## config.mk

```make
export PLATFORM = sky130hd
export DESIGN_NAME = mem_fill_arbiter
export DESIGN_NICKNAME = d
export VERILOG_FILES = /design/src/rtl/mem_fill_arbiter.sv
export SDC_FILE = /design/constraint.sdc
export NUM_CORES = 1
export LEC_CHECK = 0
export ABC_CLOCK_PERIOD_IN_PS = 3550
export BUFFER_PORTS_ARGS = -buffer_cell sky130_fd_sc_hd__buf_2
export CAP_MARGIN = 10
export CORE_MARGIN = 2
export CORE_UTILIZATION = 46
export DETAILED_ROUTE_END_ITERATION = 8
export GPL_ROUTABILITY_DRIVEN = 0
export PLACE_DENSITY = 0.86
export RECOVER_POWER = 50
export SYNTH_ARGS = -nofsm -noshare
export SYNTH_HDL_FRONTEND = slang
export SYNTH_SLANG_ARGS = --single-unit
```

## constraint.sdc

```tcl
create_clock -name clk -period 3.55 [get_ports clk]
set_input_delay 0.71 -clock clk [delete_from_list [all_inputs] [get_ports clk]]
set_output_delay 0.71 -clock clk [all_outputs]
set_load 0.02 [all_outputs]
```

## src/rtl/mem_fill_arbiter.sv

```systemverilog
// Shares one fixed-latency memory port between the I-cache fill path and the D-cache fill/write path.
// Grants one side at a time and sequences a pipelined block fill or a single-word write.
module mem_fill_arbiter #(
    parameter int MEM_LAT   = 4,
    parameter int BLK_WORDS = 8
) (
    input  logic                         clk,
    input  logic                         rst_n,
    input  logic                         i_req,
    input  logic [15:0]                  i_addr,
    output logic                         i_grant,
    output logic                         i_done,
    input  logic                         d_req,
    input  logic                         d_wr,
    input  logic [15:0]                  d_addr,
    input  logic [15:0]                  d_wdata,
    output logic                         d_grant,
    output logic                         d_done,
    output logic                         fill_vld,
    output logic [$clog2(BLK_WORDS)-1:0] fill_idx,
    output logic [15:0]                  fill_data,
    output logic                         mem_en,
    output logic                         mem_wr,
    output logic [15:0]                  mem_addr,
    output logic [15:0]                  mem_wdata,
    input  logic [15:0]                  mem_rdata,
    input  logic                         mem_vld
);
    localparam int IW = $clog2(BLK_WORDS);
    localparam int BW = 16 - IW - 1;
    localparam int AW = $clog2(MEM_LAT + 1);

    typedef enum logic [1:0] {IDLE, I_FILL, D_FILL, D_WRITE} state_t;

    state_t          state_q, state_d;
    logic [IW-1:0]   iss_cnt_q, iss_cnt_d;
    logic [IW-1:0]   ret_cnt_q, ret_cnt_d;
    logic            iss_act_q, iss_act_d;
    logic [BW-1:0]   base_q, base_d;
    logic [AW-1:0]   age_q, age_d;
    logic            last_d_q, last_d_d;
    logic            i_done_q, i_done_d;
    logic            d_done_q, d_done_d;
    logic            armed;
    logic            unused_addr_bits;

    // Offset bits of the I address are implied by the block walk.
    assign unused_addr_bits = ^i_addr[IW:0];

    // Returns are only accepted MEM_LAT cycles into a fill, so stale data from an
    // aborted transaction can never be counted as part of a new one.
    assign armed = (age_q == AW'(MEM_LAT));

    assign i_grant = (state_q == I_FILL);
    assign d_grant = (state_q == D_FILL) || (state_q == D_WRITE);
    assign i_done  = i_done_q;
    assign d_done  = d_done_q;

    always_comb begin
        state_d   = state_q;
        iss_cnt_d = iss_cnt_q;
        iss_act_d = iss_act_q;
        ret_cnt_d = ret_cnt_q;
        base_d    = base_q;
        age_d     = age_q;
        last_d_d  = last_d_q;
        i_done_d  = 1'b0;
        d_done_d  = 1'b0;
        mem_en    = 1'b0;
        mem_wr    = 1'b0;
        mem_addr  = '0;
        mem_wdata = '0;
        fill_vld  = 1'b0;
        fill_idx  = '0;
        fill_data = '0;
        case (state_q)
            IDLE: begin
                iss_cnt_d = '0;
                ret_cnt_d = '0;
                age_d     = '0;
                iss_act_d = 1'b0;
                // D wins a tie unless D owned the last completed transaction.
                if (d_req && (!i_req || !last_d_q)) begin
                    if (d_wr) begin
                        state_d = D_WRITE;
                    end else begin
                        state_d   = D_FILL;
                        base_d    = d_addr[15:IW+1];
                        iss_act_d = 1'b1;
                    end
                end else if (i_req) begin
                    state_d   = I_FILL;
                    base_d    = i_addr[15:IW+1];
                    iss_act_d = 1'b1;
                end
            end
            I_FILL, D_FILL: begin
                if (!armed) age_d = age_q + 1'b1;
                if (iss_act_q) begin
                    mem_en    = 1'b1;
                    mem_addr  = {base_q, iss_cnt_q, 1'b0};
                    iss_cnt_d = iss_cnt_q + 1'b1;
                    if (iss_cnt_q == IW'(BLK_WORDS - 1)) iss_act_d = 1'b0;
                end
                fill_idx  = ret_cnt_q;
                fill_data = mem_rdata;
                if (mem_vld && armed) begin
                    fill_vld  = 1'b1;
                    ret_cnt_d = ret_cnt_q + 1'b1;
                    if (ret_cnt_q == IW'(BLK_WORDS - 1)) begin
                        state_d = IDLE;
                        if (state_q == I_FILL) begin
                            i_done_d = 1'b1;
                            last_d_d = 1'b0;
                        end else begin
                            d_done_d = 1'b1;
                            last_d_d = 1'b1;
                        end
                    end
                end
            end
            D_WRITE: begin
                mem_en    = 1'b1;
                mem_wr    = 1'b1;
                mem_addr  = d_addr;
                mem_wdata = d_wdata;
                state_d   = IDLE;
                d_done_d  = 1'b1;
                last_d_d  = 1'b1;
            end
            default: state_d = IDLE;
        endcase
    end

    always_ff @(posedge clk or negedge rst_n) begin
        if (!rst_n) begin
            state_q   <= IDLE;
            iss_cnt_q <= '0;
            iss_act_q <= 1'b0;
            ret_cnt_q <= '0;
            base_q    <= '0;
            age_q     <= '0;
            last_d_q  <= 1'b0;
            i_done_q  <= 1'b0;
            d_done_q  <= 1'b0;
        end else begin
            state_q   <= state_d;
            iss_cnt_q <= iss_cnt_d;
            iss_act_q <= iss_act_d;
            ret_cnt_q <= ret_cnt_d;
            base_q    <= base_d;
            age_q     <= age_d;
            last_d_q  <= last_d_d;
            i_done_q  <= i_done_d;
            d_done_q  <= d_done_d;
        end
    end
endmodule

```

# --- After elaboration in Yosys (flattened, before gate mapping) ---
# Index checks and enable logic that the tools add are counted.
op_classes:
  add_sub_neg: 3
  n_mux: 42
  n_eq_ne: 12
  n_reduce_logical: 17
op_table:
  columns: ["op", "n"]
  rows:
  - ["two-way mux 16 bit", 3]
  - ["two-way mux 12 bit", 3]
  - ["one-hot mux 16 bit (2 select lines)", 1]
  - ["two-way mux 1 bit", 19]
  - ["one-hot mux 3 bit (2 select lines)", 3]
  - ["two-way mux 3 bit", 4]
  - ["inequality test 2 bit, second input constant", 5]
  - ["adder 3 x 1 -> 3 bit, second input constant", 3]
  - ["equality test 3 bit, second input constant", 3]
  - ["AND reduction 3 bit", 3]
  - ["two-way mux 2 bit", 4]
  - ["one-hot mux 1 bit (2 select lines)", 4]
  - ["one-hot mux 2 bit (3 select lines)", 1]
  - ["AND reduction 2 bit", 3]
  - ["nonzero test 2 bit", 3]
  - ["equality test 2 bit, second input constant", 2]
  - ["inequality test 3 bit, second input constant", 1]
  - ["equality test 2 x 1 -> 1 bit, second input constant", 1]
  - ["logical AND 1 bit", 2]
  - ["zero test 1 bit", 2]
  - ["zero test 2 bit", 1]
  - ["logical OR 1 bit", 2]
  - ["OR reduction 2 bit", 1]
word_totals:
  out_inout_bits: 58
  elab_cells: 83
  regBits: 27

# --- Logic depth before layout (Yosys ltp) ---
logic_depth:
  word_depth: 5
  mapped_depth: 7
  depth_no_buf: 7

# --- Least setup slack after synthesis ---
# Ideal clock, no wire load.
synth_path:
  kind: "register -> output"
  startpoint: "register state_q[0]"
  endpoint: "output mem_addr[15]"
  setup_slack_ns: 1.160
  path_buffers: 2
  path_stages_with_launch: 8
  arrival_ns: 1.680
  required_ns: 2.840
  cell_sequence: "dfrtp_1 -> inv_1 -> ha_1 -> and2_1 -> clkbuf_2 -> buf_2 -> a22oi_1 -> nor2_1"
synth_between:
  elab_chain_cells: 3
  word_cells_on_any_way: 5
  cone_classes: "3 x eq/ne; 1 x mux; 1 x reduce/logical"
synth_rtl:
  columns: ["item", "line_no", "rtl"]
  rows:
  - ["start, declared", "35", "state_t state_q, state_d;"]
  - ["start signal, assigned", "147", "state_q <= state_d;"]
  - ["equality test 2 x 1 -> 1 bit or equality test 2 bit (tied branches)", "76", "case (state_q)"]
  - ["OR reduction 2 bit", "76", null]
  - ["one-hot mux 16 bit (2 select lines) (*)", "76", null]
  - ["end, declared", "24", "output logic [15:0] mem_addr,"]
# Mark *: on every way between the ends. The rest lies on a longest branch, timed or not.

# --- Worst setup path after layout ---
layout_path:
  startpoint: "register state_q[0]"
  endpoint: "output mem_addr[10]"
# The elaborated chain is that of the path after synthesis.

==> results.yml <==
worst_setup_path:
  cp_max_fo: 16
  cp.arrival_ns: 2.16
  reg2reg_from: "state_q[1]"
  worstPathRequired_ns: 2.84
  ff2ff_path_depth: 4
  critPathCaptureType: "output port"
  critPathLaunchType: "flop"
  critPathLaunch: "state_q[0]"
  crit_type: "flop to output port"
global_routing:
  grt_antenna_before_repair: 0
  track_usage: 0.1942
  grt_pass1_vias: 1776
  grt-ovfl-total: 0
  grt_pass1_wl_mm: 7.838
  grt_max_degree: 38
synthesis:
  synth.area.top_cells: "dfrtp_1 (34%), mux2_4 (13%), and2_1 (12%)"
  synth_fa_ha_area_frac: 0.08105
  synth-edff-count: 0
  yosysSeqAreaShare: 0.3367
  synth_commonest_cells: "and2_1 (37), dfrtp_1 (27), nor2_1 (22)"
  netlist_area_um2: 2007
  yosysWarnings: 0
  synth_xor_area_frac: 0
  yosys.area.top_type: "dfrtp_1"
  synth_simple_gate_area_frac: 0.2307
  synth_cell_type_count: 30
  synthMuxAreaShare: 0.1796
  synth_flop_cell: "dfrtp_1"
  yosysMostFrequentCell: "and2_1"
  synth_top_family_by_area: "simple AND/OR/NAND/NOR gates"
  ys_ff_latch: 27
  async_reset_ff_frac: 1.000
  synth_top_area_frac: 0.3367
  synth_compound_area_frac: 0.1253
  syn-num-nets: 289
  avgSynthCellArea_um2: 9.742
  syn_inst: 206
timing:
  rsz0062_at_grt: "no"
  layout_min_cycle_time_ns: 2.869
  relSlewSlack: 0.05114
  setup_viol: 0
  worstMarginPinSlew_ns: 1.423
  hold_violations: 0
  timing.final.ws_setup_ns: 0.6811
  clock_skew_ns: 0.006748
  fin_hold_ws_ns: 0.5024
  setup-tns-final_ns: 0
  period_share: 0.8081
  drv_slew: 0
  fmax_ghz: 0.3486
place:
  preCtsSetupSlack_ns: 1.012
  portBuffers: 123
  place_hpwl_mm: 3.568
layout:
  antennaDiodeCount: 0
  fillers: 373
  post-route-util: 0.6159
  drive_above_1_share: 0.4472
  syn2layout_area_growth_pct: 30.86
  nets: 406
die:
  rows: 24
  die_area_um2: 4907
  die_w_um: 70.05
  start_util: 0.4707
  die_h_um: 70.05
  coreArea_um2: 4264
  io_pins: 128
routing:
  firstDrtPassIters: 6
  drt-initial-drc-count: 73
  route.detailed.drc: 0
  via_per_inst: 5.083
  drtAntennaViolNets: 0
  wl_per_cell_um: 12.74
  vias: 1901
  routed_wl_mm: 4.764
outcome:
  outcome: "complete, no violations"
clock_tree:
  clkLatencyLatePin_ns: 0.27
  cts_hold_buf: 0
  cts_tree: "done"
  clk_pin_slew_ns: 0.09
  cts_resized: 0
  cts_inserted_buffers: 3
  cts.htree.levels: 1
  cts-root-buf: "clkbuf_8"
  postCtsSetupBuffers: 0
  cts.path.max_buffers: 2
  clock-sinks: 27
power:
  p_leak_nw: 1.458
  powerDensity_nw_per_um2: 789.1
  vdd.ir_drop.worst_uv: 441.8
hold_path:
  min-delay-start: "base_q[5]"
  hp-class: "flop to flop"
  hold_depth: 1
flow_run:
  drv_cap: 0
[path summary, 6_finish.rpt]
kind / endpoint / slack [ns]
setup / recovery: mem_addr[10] / 0.68
hold / removal: base_q[5] / 0.50
setup reg to reg: base_q[6] / 1.11
hold reg to reg: base_q[5] / 0.50
max in group asynchronous: ret_cnt_q[2] / 1.97
min in group asynchronous: age_q[2] / 0.75
[critical path, stage by stage (launching register included)]
cell	delay [ns]
dfrtp_1	0.43
inv_1	0.12
ha_1	0.32
and2_1	0.55
a22oi_1	0.16
nor2_1	0.13
buf_2	0.18
[registers in the layout, indices dropped and copies added, names as in the netlist]
signal and cells:
base_q 12, age_q 3, iss_cnt_q 3, ret_cnt_q 3, state_q 2, d_done 1
i_done 1, iss_act_q 1, last_d_q 1
[cell usage in the layout, fill, tap and decap left out, types with 3 or more instances in the layout]
cell type  instances
a22oi_1           16
nand3_1            4
nand2b_1           5
inv_1              6
nor2b_1            3
dfrtp_1           27
mux2_1            10
nand2_1           10
mux2_4             8
nor2_1            22
and2_1            37
ha_1              13
a21oi_1            3
o21ai_0            9
buf_2            119
mux2_2             8
clkbuf_1           5
clkbuf_8           3
[power by group]
part	switching [W]	total (W)	internal (W)
combinational	0.000820	0.00136	0.000536
sequential	0.000106	0.000545	0.000439
clock	0.0000918	0.000172	0.0000804
[logic make-up (layout without fill, tap and decap cells)]
| kind of cell | after synthesis | after routing |
|---|---|---|
| flip-flops | 27 | 27 |
| buffers and inverters | 19 | 135 |
| AND/OR/NAND/NOR | 86 | 86 |
| multiplexers | 26 | 26 |
| AO/OA/AOI/OAI | 35 | 35 |
| adder cells (fa/ha/maj) | 13 | 13 |
[layout make-up]
cell class / instances / area [µm²] / share of cell area
clock buffers: 4 / 45.04 / 0.01715
flip-flops and latches: 27 / 675.6 / 0.2573
inverters: 6 / 22.52 / 0.008576
repair buffers: 125 / 625.6 / 0.2382
multi-input cells: 160 / 1192 / 0.4540
well taps: 52 / 65.06 / 0.02477
[routing by layer]
metal / routed length, µm / track usage / vias up
li1: - / - / 936
met1: 1949 / 0.2408 / 884
met2: 2426 / 0.3450 / 76
met3: 355 / 0.03608 / 5
met4: 31 / 0.05342 / 0
met5: 0 / 0 / -
[metrics by stage]
| stage | total power [W] | instances | cell area, µm² |
|---|---|---|---|
| 6_report | 0.002073 | 374 | 2626 |
| 2_1_floorplan | 0.001635 | 206 | 2007 |
| 5_1_grt | 0.002260 | 374 | 2626 |
| 3_3_place_gp | 0.001958 | 370 | 2631 |
| 3_5_place_dp | 0.001999 | 370 | 2631 |
| 4_1_cts | 0.002185 | 374 | 2676 |
No activity file was read; power rests on OpenSTA's default activity.
